## src/rtl/game_pkg.sv

```systemverilog
// Shared types and helpers for the boss-pose round controller.
// Holds FSM encoding, pose width, LFSR constants and BCD arithmetic.
package game_pkg;

  typedef enum logic [1:0] {
    IDLE = 2'd0,
    LOAD = 2'd1,
    SHOW = 2'd2,
    OVER = 2'd3
  } state_e;

  localparam int POSE_W = 2;

  // x^8+x^6+x^5+x^4+1 as a shift-left tap mask (bits 7,5,4,3)
  localparam logic [7:0] LFSR_SEED = 8'hA5;
  localparam logic [7:0] LFSR_TAPS = 8'hB8;

  function automatic logic [7:0] lfsr_next(
    input logic [7:0] s
  );
    return {s[6:0], ^(s & LFSR_TAPS)};
  endfunction

  function automatic logic [7:0] to_bcd(input int v);
    logic [3:0] t;
    logic [3:0] u;
    t = 4'(v / 10);
    u = 4'(v % 10);
    return {t, u};
  endfunction

  // Saturates at 99
  function automatic logic [7:0] bcd_inc(
    input logic [7:0] b
  );
    if (b == 8'h99) return b;
    if (b[3:0] == 4'd9)
      return {b[7:4] + 4'd1, 4'd0};
    return {b[7:4], b[3:0] + 4'd1};
  endfunction

  // Saturates at 00
  function automatic logic [7:0] bcd_dec(
    input logic [7:0] b
  );
    if (b == 8'h00) return b;
    if (b[3:0] == 4'd0)
      return {b[7:4] - 4'd1, 4'd9};
    return {b[7:4], b[3:0] - 4'd1};
  endfunction

endpackage

```

## src/rtl/beat_timer.sv

```systemverilog
// Beat prescaler: one-clock tick every CLK_PER_BEAT enabled clocks.
// Count restarts from zero whenever enable drops.
module beat_timer #(
  parameter int CLK_PER_BEAT = 12500000
) (
  input  logic clk,
  input  logic reset,
  input  logic enable,
  output logic beat_tick
);

  localparam int CW = $clog2(CLK_PER_BEAT + 1);
  localparam logic [CW-1:0] LAST =
    CW'(CLK_PER_BEAT - 1);

  logic [CW-1:0] cnt_q;
  logic [CW-1:0] cnt_d;

  // Next count: wrap at LAST, clear when idle
  always_comb begin
    cnt_d = '0;
    if (enable && cnt_q != LAST)
      cnt_d = cnt_q + 1'b1;
  end

  // Count register
  always_ff @(posedge clk) begin
    if (reset) cnt_q <= '0;
    else       cnt_q <= cnt_d;
  end

  assign beat_tick = enable && (cnt_q == LAST);

endmodule

```

## src/rtl/game_round_ctrl.sv

```systemverilog
// Round controller: random boss poses, hit scoring, BCD countdown.
// A pose lives for POSE_BEATS beats; time ends the round.
module game_round_ctrl
  import game_pkg::*;
#(
  parameter int CLK_PER_BEAT  = 12500000,
  parameter int POSE_BEATS    = 4,
  parameter int BEATS_PER_SEC = 4,
  parameter int GAME_SECONDS  = 30
) (
  input  logic       clk,
  input  logic       reset,
  input  logic       start,
  input  logic [1:0] player_state,
  output logic [1:0] boss_state,
  output logic       boss_load,
  output logic       round_active,
  output logic       game_over,
  output logic [7:0] score_bcd,
  output logic [7:0] time_bcd,
  output logic [1:0] phase
);

  localparam int PW = $clog2(POSE_BEATS + 1);
  localparam int SW = $clog2(BEATS_PER_SEC + 1);
  localparam logic [7:0] TIME_INIT =
    to_bcd(GAME_SECONDS);
  localparam logic [PW-1:0] POSE_LAST =
    PW'(POSE_BEATS - 1);
  localparam logic [SW-1:0] SEC_LAST =
    SW'(BEATS_PER_SEC - 1);

  state_e            state_q, state_d;
  logic              start_q;
  logic [7:0]        lfsr_q, lfsr_d;
  logic [POSE_W-1:0] boss_q, boss_d;
  logic              boss_load_q, boss_load_d;
  logic [7:0]        score_q, score_d;
  logic [7:0]        time_q, time_d;
  logic [PW-1:0]     pose_q, pose_d;
  logic [SW-1:0]     sec_q, sec_d;
  logic              hit_q, hit_d;

  logic              start_edge;
  logic              beat_tick;
  logic              timer_en;
  logic              pose_end;
  logic              sec_wrap;
  logic [POSE_W-1:0] cand;

  assign start_edge = start && !start_q;
  assign timer_en   = (state_q == SHOW);
  assign pose_end   = beat_tick && (pose_q == POSE_LAST);
  assign sec_wrap   = beat_tick && (sec_q == SEC_LAST);

  beat_timer #(
    .CLK_PER_BEAT(CLK_PER_BEAT)
  ) u_beat (
    .clk      (clk),
    .reset    (reset),
    .enable   (timer_en),
    .beat_tick(beat_tick)
  );

  // State register
  always_ff @(posedge clk) begin
    if (reset) state_q <= IDLE;
    else       state_q <= state_d;
  end

  // Next state; timeout beats pose expiry
  always_comb begin
    state_d = state_q;
    unique case (state_q)
      IDLE: if (start_edge) state_d = LOAD;
      LOAD: state_d = SHOW;
      SHOW: begin
        if (time_d == 8'h00) state_d = OVER;
        else if (pose_end)   state_d = LOAD;
      end
      OVER: if (start_edge) state_d = LOAD;
    endcase
  end

  // Outputs decoded from state
  always_comb begin
    round_active = (state_q == LOAD) ||
                   (state_q == SHOW);
    game_over    = (state_q == OVER);
    phase        = state_q;
  end

  // Datapath: pose pick, counters, score and time
  always_comb begin
    lfsr_d      = lfsr_next(lfsr_q);
    boss_d      = boss_q;
    boss_load_d = (state_q == LOAD);
    score_d     = score_q;
    time_d      = time_q;
    pose_d      = pose_q;
    sec_d       = sec_q;
    hit_d       = hit_q;
    cand        = lfsr_q[1:0];
    if (cand == boss_q) cand = cand + 1'b1;
    unique case (state_q)
      IDLE, OVER: begin
        if (start_edge) begin
          score_d = 8'h00;
          time_d  = TIME_INIT;
          sec_d   = '0;
        end
      end
      LOAD: begin
        boss_d = cand;
        pose_d = '0;
        hit_d  = 1'b0;
      end
      SHOW: begin
        if (beat_tick) begin
          pose_d = pose_q + 1'b1;
          sec_d  = sec_wrap ? '0 : sec_q + 1'b1;
          if (sec_wrap) time_d = bcd_dec(time_q);
        end
        if (player_state == boss_q && !hit_q) begin
          hit_d   = 1'b1;
          score_d = bcd_inc(score_q);
        end
      end
    endcase
  end

  // Datapath registers
  always_ff @(posedge clk) begin
    if (reset) begin
      start_q     <= 1'b0;
      lfsr_q      <= LFSR_SEED;
      boss_q      <= '0;
      boss_load_q <= 1'b0;
      score_q     <= 8'h00;
      time_q      <= TIME_INIT;
      pose_q      <= '0;
      sec_q       <= '0;
      hit_q       <= 1'b0;
    end else begin
      start_q     <= start;
      lfsr_q      <= lfsr_d;
      boss_q      <= boss_d;
      boss_load_q <= boss_load_d;
      score_q     <= score_d;
      time_q      <= time_d;
      pose_q      <= pose_d;
      sec_q       <= sec_d;
      hit_q       <= hit_d;
    end
  end

  assign boss_state = boss_q;
  assign boss_load  = boss_load_q;
  assign score_bcd  = score_q;
  assign time_bcd   = time_q;

endmodule

```

## config.mk

```make
export PLATFORM = sky130hd
export DESIGN_NAME = game_round_ctrl
export DESIGN_NICKNAME = d
export VERILOG_FILES = /design/src/rtl/game_pkg.sv /design/src/rtl/beat_timer.sv /design/src/rtl/game_round_ctrl.sv
export SDC_FILE = /design/constraint.sdc
export NUM_CORES = 1
export LEC_CHECK = 0
export CAP_MARGIN = 20
export CORE_UTILIZATION = 62
export DETAILED_ROUTE_END_ITERATION = 8
export GPL_ROUTABILITY_DRIVEN = 0
export MAX_ROUTING_LAYER = met4
export PLACE_DENSITY_LB_ADDON = 0.2
export SLEW_MARGIN = 20
export SYNTH_ARGS = -nofsm -noshare
export SYNTH_HDL_FRONTEND = slang
export SYNTH_SLANG_ARGS = --single-unit
```

## constraint.sdc

```tcl
create_clock -name clk -period 7.9 [get_ports clk]
set_input_delay 1.58 -clock clk [delete_from_list [all_inputs] [get_ports clk]]
set_output_delay 1.58 -clock clk [all_outputs]
set_load 0.005 [all_outputs]
```

---- After elaboration in Yosys (flattened, before gate mapping) ----
Index checks and enable logic that the tools add are counted.
storage, ports and cells
  output and inout bits ................... 23
  bits in registers ....................... 61
  input bits .............................. 5
operators by class
  bitwise gates (word level) .............. 1
  reduce and logical (&&, ||, !) cells .... 24
  eq/ne operators ......................... 16
  add/subtract/negate cells ............... 8
  multiplexer cells ....................... 44
operators by type and width
  kind                                               count
  2-to-1 mux 8 bit                                   13
  case mux 8 bit (2 select lines)                    2
  adder 24 x 1 -> 24 bit (second input constant)     1
  == test 24 bit (second input constant)             1
  != test 24 bit (second input constant)             1
  2-to-1 mux 1 bit                                   17
  zero test 8 bit                                    2
  2-to-1 mux 3 bit                                   4
  case mux 3 bit (2 select lines)                    2
  adder 4 x 1 -> 4 bit (second input constant)       2
  == test 8 bit (second input constant)              1
  2-to-1 mux 2 bit                                   4
  XOR reduction 8 bit                                1
  subtractor 4 x 1 -> 4 bit (second input constant)  2
  adder 3 x 1 -> 3 bit (second input constant)       2
  == test 3 x 2 -> 1 bit (second input constant)     2
  logical AND 1 bit                                  6
  != test 3 bit (second input constant)              2
  case mux 2 bit (3 select lines)                    1
  AND reduction 2 bit                                3
  AND reduction 3 bit                                2
  == test 2 bit                                      2
  == test 2 bit (second input constant)              2
  == test 4 bit (second input constant)              1
  other kinds (13)                                   17

---- Longest topological paths before layout ----
Gate-level depths: netlist of the first run.
  depth in word-level cells ............... 18
  depth in mapped cells ................... 11
  mapped depth without buffers ............ 10

---- Modules after synthesis ----
Synthesis of the first run repeated with hierarchy kept, for this count alone.
unflattened totals
  cells, all modules ...................... 375
  area total of the unflattened synthesis .. 3,234.4 sq um
modules (own cells, without submodules)
  module           cells an instance  area each (sq um)  times used
  game_round_ctrl  239                2,062.0            1
  beat_timer       136                1,172.4            1

---- Worst setup path after synthesis of the first run ----
OpenSTA, ideal clock, no wires.
  kind .................................... input-to-reg
  from .................................... input port start
  to ...................................... register score_q[7] (netlist: score_bcd[7])
  path slack .............................. 4.476 ns
  stages on the path ...................... 9
  library setup time ...................... 0.078 ns
  buffers on the path ..................... 1
  arrival time ............................ 3.346 ns
  cells stage by stage .................... nand2b_1 > a21o_1 > or4b_1 > and2_1 > clkbuf_1 > a21oi_2 > nand4_1 > xor2_1 > nor3_1
on the way
  cells in the longest elaborated chain, start to end .. 3
RTL lines
  item                                     line                    RTL
  start, declared                          game_round_ctrl.sv:13   input logic start,
  logical AND 1 bit                        game_round_ctrl.sv:51   assign start_edge = start && !start_q;
  != test 2 x 1 -> 1 bit (no source line)  n/a
  AND reduction 4 bit (no source line)     n/a
  end signal, assigned                     game_round_ctrl.sv:149  score_q <= score_d;
  end, declared                            game_round_ctrl.sv:38   logic [7:0] score_q, score_d;
No other way between the ends.
A chain may end at the register's enable or synchronous reset.

---- Worst setup path in the final report of the first run ----
Same ends and word-level chain as after synthesis.

==> flow_summary.toml, run 1 <==
[routing]
drc_errors = 0
routed_via_density = 5.82
drtAntennaViolNets = 0
wl_per_cell_um = 14.2
routed_wl_um = 6540
first_iter_violations = 312
via_count = 2678
firstDrtPassIters = 5

[sta]
min_period_over_period_pct = 47.5
maxSlewViolCount = 0
setup_tns_ps = 0
final_hold_viol_count = 0
timing.final.crit_period_ps = 3750
skew_ps = 9.83
rsz0062_at_grt = "false"
timing.fmax_ghz = 0.267
tightestPinTransition_ps = 798
relSlewSlack_pct = 46.8
finalSetupViolCount = 0

[place]
port_buffers = 27
dpl.hpwl_um = 4650
dpl-instance-area_um2 = 3390

[layout]
nets = 407
drive_gt1_share_pct = 8.40
design_area_um2 = 3580
syn_to_final_growth_pct = 16.4
diodes = 0
fill_cells = 353

[critical_path]
r2r_start = "u_beat.cnt_q[0]$_SDFF_PP0_"
regToRegSetupSlack_ps = 4790
r2r_end = "phase[0]$_SDFFE_PP0P_"
cp-start-kind = "input pin"
r2r_cells = 9
path_class = "input pin to flop"
required_ps = 8170
cp.arrival_ps = 4020
endpoint_kind = "flop"
worstPathMaxFanout = 8

[floorplan]
row_count = 25
fp.dieW_um = 72.5
die_area_um2 = 5250
num_io_pins = 28
die_h_um = 72.5
start_util_pct = 64.7
core_um2 = 4750

[clock_tree]
cts_setup_buffers = 0
cts_tree = "built"
clkLatencyLatePin_ps = 340
cts_resized = 0
h-tree-depth = 3
numCtsBuffers = 9
postCtsHoldBufs = 0
root_buffer = "clkbuf_8"
cts_sinks = 61
cts.path.max_buffers = 2
clkTransAtPathRegs_ps = 70

[synth]
ys_warn_count = 0
syn_nets = 381
dominantRegCellSynth = "dfxtp_1"
yosysMostFrequentCell = "dfxtp_1"
synthesis.area_um2 = 3080
synth_enable_flop_cells = 0
synthArstFlopShare_pct = 0
ys_ff_latch = 61
netlist-cell-type-count = 53
synthCells = 362
synth.top_cells.by_count = "dfxtp_1 (61), nor2_1 (50), nand2_1 (30)"
syn_avg_cell_area_um2 = 8.50
yosysSeqAreaShare_pct = 39.7
synth_area_leaders = "dfxtp_1 (40%), nor2_1 (6.1%), ha_1 (5.7%), xor2_1 (5.7%), nand2_1 (3.7%)"
yosys.area.top_type = "dfxtp_1"
synth_top_area_share_pct = 39.7

[job]
maxCapViolCount = 0

[min_path]
min_delay_path_depth = 1
hold_class = "flop to flop"
holdPathEnd = "lfsr_q[7]$_SDFF_PP1_"
worstHoldStart = "lfsr_q[6]$_SDFF_PP0_"

[pwr]
power_density_nw_per_um2 = 270
p_seq_share_pct = 37.4
combPwrFrac_pct = 34.5
power.total_mw = 0.968
p_leak_nw = 1.36
p_switching_mw = 0.342
peakVddDrop_uv = 211
clkPwrFrac_pct = 28.1
p_sw_share_pct = 35.4
p_int_mw = 0.626

[global_routing]
antenna_found_initial = 0
grt_pass1_vias = 2451
grt_max_degree = 40
grt.total_usage_pct = 27.8
grt_pass1_wl_um = 11000
overflow = 0

[status]
status = "finished, final reports clean"
[layout make-up]
cell class	count	area, um^2	area share [%]
sequential	61	1220	34.1
clock inverter	4	47.5	1.33
tap	67	83.8	2.34
inverter	14	52.6	1.47
multi-input combinational	274	1760	49.0
timing repair buffer	28	278	7.75
clock buffer	12	145	4.05
[sequential cells by signal, indices dropped and copies added (netlist names), 2 cells and up]
signal and cells:
boss_state 2, lfsr_q 8, phase 2, pose_q 3, score_bcd 8, sec_q 3, time_bcd 8, u_beat.cnt_q 24
[routing by layer]
metal	vias up	wire, um	share of wire (%)	global-route usage, %
met4	0	133	2.0	12.6
met2	100	3020	46	42.8
li1	1309	-	-	-
met3	20	361	5.5	5.97
met1	1249	3020	46	34.8
met5	-	0	0	-
[worst max path at each step]
| stage | to | slack [ps] | startpoint | cells past startpoint |
|---|---|---|---|---|
| after detailed placement | score_bcd[7]$_SDFFE_PP0P_ | 3820 | start | 9 |
| after global routing | score_bcd[6]$_SDFFE_PP0P_ | 3990 | start | 9 |
| final | score_bcd[7]$_SDFFE_PP0P_ | 4150 | start | 9 |
| after global placement | score_bcd[7]$_SDFFE_PP0P_ | 3910 | start | 9 |
| after CTS | score_bcd[7]$_SDFFE_PP0P_ | 4180 | start | 9 |
| after floorplan | score_bcd[7]$_SDFFE_PP0P_ | 4480 | start | 9 |
[layout by cell type (no fill, tap or decap), types with 8 or more instances in the layout]
| cell type | n |
|---|---|
| clkdlybuf4s50_1 | 27 |
| nand3_1 | 10 |
| inv_1 | 14 |
| and3_1 | 8 |
| nor3_1 | 12 |
| nand2_1 | 30 |
| nor2_1 | 50 |
| clkbuf_8 | 10 |
| a21oi_1 | 19 |
| nor2b_1 | 12 |
| xor2_1 | 20 |
| dfxtp_1 | 61 |
| xnor2_1 | 11 |
| ha_1 | 14 |
[critical path, cell delays in order]
cell and delay [ps]:
clkdlybuf4s50_1 470, nand2b_1 140, a21o_1 280, or4b_1 530, and2_1 260, a21oi_2 320, nand4_1 160, xor2_1 160
nor3_1 120
[through the flow]
step                hold WS, ps  util [%]  std cells  worst slack [ps]
global route                439      75.4        460              3990
floorplan                   389         -        362              4480
detailed placement          402      71.3        444              3820
finish                      417      75.4        460              4150
global placement            399      71.3        444              3910
CTS                         419      75.4        460              4180
[power by group through the flow]
stage	clock [mW]	combinational, mW	sequential [mW]
after floorplan	0	0.226	0.362
after global placement	0	0.315	0.368
after detailed placement	0	0.322	0.369
after CTS	0.275	0.327	0.362
after global routing	0.291	0.366	0.366
final	0.272	0.334	0.362
[cell families (layout without fill, tap and decap cells)]
kind of cell    Yosys count  in the layout  share of synthesized area (%)
flops                    61             61                           39.7
buf+inv                  27             58                           3.29
xor+xnor                 31             31                           8.82
fa+ha+maj                14             14                           5.69
simple gates            170            170                           29.2
mux                       4              4                           1.38
compound gates           55             55                           12.0
(Power assumes the default switching activity.)
==> run 2, diff against run 1 <==
--- a/config.mk
+++ b/config.mk
@@ -6,7 +6,7 @@
 export NUM_CORES = 1
 export LEC_CHECK = 0
 export CAP_MARGIN = 20
-export CORE_UTILIZATION = 62
+export CORE_UTILIZATION = 57
 export DETAILED_ROUTE_END_ITERATION = 8
 export GPL_ROUTABILITY_DRIVEN = 0
 export MAX_ROUTING_LAYER = met4
==> constraint.sdc (replaced) <==
create_clock -name clk -period 3.65 [get_ports clk]
set_input_delay 0.73 -clock clk [delete_from_list [all_inputs] [get_ports clk]]
set_output_delay 0.73 -clock clk [all_outputs]
set_load 0.005 [all_outputs]
==> flow_summary.toml, run 2 (synthesis gave the netlist of run 1 again) <==
[status]
status = "finished, final reports clean"

[critical_path]
r2r_start = "u_beat.cnt_q[0]$_SDFF_PP0_"
regToRegSetupSlack_ps = 600
endpoint_kind = "flop"
path_class = "flop to flop"
r2r_cells = 9
r2r_end = "phase[0]$_SDFFE_PP0P_"
required_ps = 3880
cp-start-kind = "flop"
cp.arrival_ps = 3280
crit_path_max_incr_delay_ps = 650
worstPathMaxFanout = 6
slowest_stage = "nor4_2"
crit_chain = "ha_1, nand4_1, nor4_2, and2_1, a31oi_1, a211oi_1, nand4_1, a31oi_1, mux2_1"

[sta]
timing.final.crit_period_ps = 3050
maxSlewViolCount = 0
final_hold_viol_count = 0
skew_ps = 6.24
timing.fmax_ghz = 0.327
relSlewSlack_pct = 46.5
finalSetupViolCount = 0
tightestPinTransition_ps = 802
setup_tns_ps = 0
timing.final.ws_setup_ps = 596
rsz0062_at_grt = "false"
min_period_over_period_pct = 83.7

[pwr]
power.total_mw = 2.10
peakVddDrop_uv = 349
p_leak_nw = 1.36
power_density_nw_per_um2 = 583

[place]
dpl.hpwl_um = 4470
dp_worst_setup_slack_ps = 455
placed_cells = 448
port_buffers = 27

[layout]
nets = 408
drive_gt1_share_pct = 9.14
regMostFlops = "u_beat.cnt_q"
final_cell_mix = "dfxtp_1 (61), nor2_1 (50), nand2_1 (30)"
mostFrequentLayoutCell = "dfxtp_1"
diodes = 0
largest_register_ffs = 24
fin_cells = 464
syn_to_final_growth_pct = 17.0

[routing]
drtAntennaViolNets = 0
via_count = 2623
wl_per_cell_um = 13.6
drc_errors = 0
routed_via_density = 5.65
routed_wl_um = 6310
firstDrtPassIters = 4
first_iter_violations = 186

[clock_tree]
root_buffer = "clkbuf_8"
cts.path.max_buffers = 2
cts_sinks = 61
numCtsBuffers = 9
clkLatencyLatePin_ps = 340
clkTransAtPathRegs_ps = 70
cts_setup_buffers = 0
cts_resized = 0
h-tree-depth = 3
cts_tree = "built"
postCtsHoldBufs = 0

[min_path]
hold_class = "flop to flop"
worstHoldStart = "lfsr_q[6]$_SDFF_PP0_"
min_delay_path_depth = 1
holdPathEnd = "lfsr_q[7]$_SDFF_PP1_"

[floorplan]
start_util_pct = 59.9
die_h_um = 75.5
row_count = 26
fp.dieW_um = 75.5
num_io_pins = 28
core_um2 = 5140
die_area_um2 = 5700

[global_routing]
grt.total_usage_pct = 25.0
antenna_found_initial = 0
grt_max_degree = 39
overflow = 0
grt_pass1_vias = 2316
grt_pass1_wl_um = 10300

[job]
maxCapViolCount = 0
[run 2: cell count changes in the layout (fill, tap and decap cells not counted)]
cell and change:
clkbuf_8 -1, buf_4 +1, clkinvlp_4 +2, clkinv_2 -1, clkbuf_1 -2, inv_6 +1
clkinv_4 +1
[run 2: cell type report]
type	count	area (um^2)
tap	70	87.6
fill	430	1540
clock buffer	9	124
inverter	14	52.6
sequential	61	1220
clock inverter	7	75.1
timing repair buffer	29	285
multi-input combinational	274	1760
[run 2: how the worst max path moves through the flow]
stage / endpoint / slack (ps) / startpoint / cells past startpoint
2_1_floorplan: score_bcd[7]$_SDFFE_PP0P_ / 1040 / phase[0]$_SDFFE_PP0P_ / 11
3_3_place_gp: score_bcd[7]$_SDFFE_PP0P_ / 520 / start / 9
3_5_place_dp: score_bcd[7]$_SDFFE_PP0P_ / 460 / start / 9
4_1_cts: phase[0]$_SDFFE_PP0P_ / 650 / u_beat.cnt_q[0]$_SDFF_PP0_ / 9
5_1_grt: phase[0]$_SDFFE_PP0P_ / 470 / time_bcd[1]$_SDFF_PP0_ / 10
6_report: phase[0]$_SDFFE_PP0P_ / 600 / u_beat.cnt_q[0]$_SDFF_PP0_ / 9
[run 2: routing by layer]
layer | up-vias | routed length [um] | global-route usage, %
met4 | 0 | 244 | 15.2
li1 | 1310 | - | -
met2 | 88 | 2820 | 36.5
met5 | - | 0 | -
met3 | 30 | 365 | 5.29
met1 | 1195 | 2880 | 31.7
[run 2: report_power, final]
group	leakage, nW	internal [mW]	switching [mW]
clock	0.0918	0.317	0.281
sequential	0.496	0.721	0.0585
combinational	0.776	0.306	0.415
[run 2: worst max-delay path: cells and delay by family (launching register included)]
kind	cells	cell delay, ps
adders and majority gates	1	230
DFF	1	340
muxes	1	330
AOI/OAI and AO/OA	3	650
and+or+nand+nor	4	1380
[run 2: per-stage QoR]
| stage | hold WS (ps) | cell area, um^2 | util (%) |
|---|---|---|---|
| after CTS | 416 | 3600 | 70.1 |
| after global routing | 431 | 3600 | 70.1 |
| after floorplan | 389 | 3080 | - |
| after global placement | 394 | 3400 | 66.2 |
| after detailed placement | 398 | 3400 | 66.2 |
| final | 415 | 3600 | 70.1 |
==> edit, RTL diff (flow settings as in run 2) <==
Register the inputs `start` and `player_state` before use, without a reset. The logic sees them one clock later.
--- a/src/rtl/game_round_ctrl.sv
+++ b/src/rtl/game_round_ctrl.sv
@@ -30,6 +30,14 @@
   localparam logic [SW-1:0] SEC_LAST =
     SW'(BEATS_PER_SEC - 1);
 
+  logic start_r;
+  logic [1:0] player_state_q;
+
+  always_ff @(posedge clk) begin
+    start_r        <= start;
+    player_state_q <= player_state;
+  end
+
   state_e            state_q, state_d;
   logic              start_q;
   logic [7:0]        lfsr_q, lfsr_d;
@@ -48,7 +56,7 @@
   logic              sec_wrap;
   logic [POSE_W-1:0] cand;
 
-  assign start_edge = start && !start_q;
+  assign start_edge = start_r && !start_q;
   assign timer_en   = (state_q == SHOW);
   assign pose_end   = beat_tick && (pose_q == POSE_LAST);
   assign sec_wrap   = beat_tick && (sec_q == SEC_LAST);
@@ -121,7 +129,7 @@
           sec_d  = sec_wrap ? '0 : sec_q + 1'b1;
           if (sec_wrap) time_d = bcd_dec(time_q);
         end
-        if (player_state == boss_q && !hit_q) begin
+        if (player_state_q == boss_q && !hit_q) begin
           hit_d   = 1'b1;
           score_d = bcd_inc(score_q);
         end
@@ -142,7 +150,7 @@
       sec_q       <= '0;
       hit_q       <= 1'b0;
     end else begin
-      start_q     <= start;
+      start_q     <= start_r;
       lfsr_q      <= lfsr_d;
       boss_q      <= boss_d;
       boss_load_q <= boss_load_d;
Formal check against the unedited RTL: not equivalent (a bounded check fails within 4 cycles, from zero or initial values and one cycle with reset high).
==> edit against run 2 <==
Via count decreased by 2.8%; clock skew is 0.0073 ns higher; combinational power shrank 14%; sequential share of layout area is 1.0 points higher; wire length decreased by 0.43%; final area grew 1.9%; total power up 4.3%; setup slack gained 0.15 ns; sequential cell count up 3; global-route usage shrank 0.55 points; area after synthesis is 0.33% higher; die area up 0.32%; largest cell class unchanged; largest power group unchanged.
==> edit: results (changes against run 2) <==
status=finished clean; initial antenna violation count=0 (unchanged); worst IR drop on VDD=350.0 uV (+0.42%); Setup WS pre-CTS=0.8387 ns (+0.3832 ns); vias in the first global route=2300 (-0.69%); Rel. slew slack=0.4509 (-0.01442); H-tree depth=3 (unchanged); TritonCTS buffer count=9 (unchanged); Worst Clk Skew=0.01353 ns (+0.007287 ns); first-pass GRT wire length=10.04 mm (-2.8%); Ys Warns=0 (unchanged); drt first pass iters=4 (unchanged); Worst path slowest cell=nor3b_2; Total Routing Usage GR=0.2447 (-0.005494); top cells by area, synth=dfxtp_1 41%, xor2_1 6.8%, nor2_1 6.3%; Top FF cell, synth=dfxtp_1; maximum clock insertion buffer count=2 (unchanged); Sw Ratio=0.3161 (-0.04330); Synth async-reset ratio=0 (unchanged); min-delay worst type=reg2reg; Initial DRC Count=138 (-26%); worst path arrival time=3.14 ns (-0.14 ns); post_cts resized=0 (unchanged); layout cells sized above 1=0.07752 (-0.01385); family with the most delay on the worst path=simple AND/OR/NAND/NOR gates; Largest register FFs=24 (unchanged); clk_lat worst skew=around 0.35 ns; sequential-to-total area share from yosys stat=0.4149 (+0.01816); Diodes inserted=0 (unchanged); Post-DP Area=3416 um^2 (+0.40%); Mapped Nets=372 (-2.4%); via/cell ratio=5.580 (-1.3%); post-DP HPWL=4.217 mm (-5.7%); Reg clk slew, reported paths=0.07 ns (about the same); postcts setup bufs=0 (unchanged); count of different cell masters after synthesis=53 (unchanged); Reg with most FFs=u_beat.cnt_q; CTS root buf=clkbuf_8; largest net degree at the start of global routing=39 (unchanged); CTS Hold Bufs=0 (unchanged); IO Port Bufs=27 (unchanged); WL/cell=13.74 um (+1.1%); top post-synthesis cells by count=64 x dfxtp_1, 52 x nor2_1, 28 x nand2_1, 24 x xor2_1; cell leakage power=0.001401 uW (+2.7%); Critical Path Fanout Max=8 (+2); Max stage delay on crit path=0.49 ns (-0.16 ns); Nets=401 (-1.7%)
## edit: cell types whose count changed after synthesis, moves of 3 or more
cell and delta:
buf_1 -4, or2_2 -3, a21oi_1 -5, nor4_1 -3, a31o_2 -3, dfxtp_1 +3, xnor2_1 -4, xor2_1 +4
## edit: final timing paths
path / depth (start not counted) / slack, ns / from / endpoint
setup / recovery: 10 / 0.74 / time_bcd[1] / phase[0]
hold / removal: 1 / 0.41 / lfsr_q[6] / lfsr_q[7]
setup reg to reg: 10 / 0.74 / time_bcd[1] / phase[0]
hold reg to reg: 1 / 0.41 / lfsr_q[6] / lfsr_q[7]
## edit: cell type report
| type | count | area (um^2) |
|---|---|---|
| multi-input cells | 267 | 1724 |
| fillers | 391 | 1503 |
| flip-flops and latches | 64 | 1281 |
| repair buffers | 28 | 277.8 |
| clock buffers | 11 | 151.4 |
| clock inverters | 5 | 102.6 |
| well taps | 70 | 87.58 |
| inverters | 12 | 45.04 |
## edit: kinds of logic after synthesis
family          count (synthesis)  synth area share
compound gates                 48            0.1033
xor+xnor                       31           0.08793
fa+ha+maj                      14           0.05673
buf+inv                        22           0.02674
flops                          64            0.4149
mux                             6           0.02026
simple gates                  168            0.2901
## edit: power by group through the flow
stage          logic, uW  registers, uW  clock network, uW
4_1_cts              619            800                775
2_1_floorplan        418            809                  0
3_3_place_gp         596            813                  0
5_1_grt              700            808                800
3_5_place_dp         611            815                  0
6_report             621            799                767
## edit: per-layer routing
layer	up-vias	track usage	part of all wire
met5	-	-	0
met4	0	0.1399	0.016
met3	13	0.05026	0.045
met2	65	0.3929	0.47
met1	1186	0.2848	0.47
li1	1286	-	-
## edit: through the flow
step | std cells | utilization
4_1_cts | 457 | 0.7095
3_3_place_gp | 441 | 0.6604
2_1_floorplan | 353 | -
6_report | 457 | 0.7095
3_5_place_dp | 441 | 0.6604
5_1_grt | 457 | 0.7095
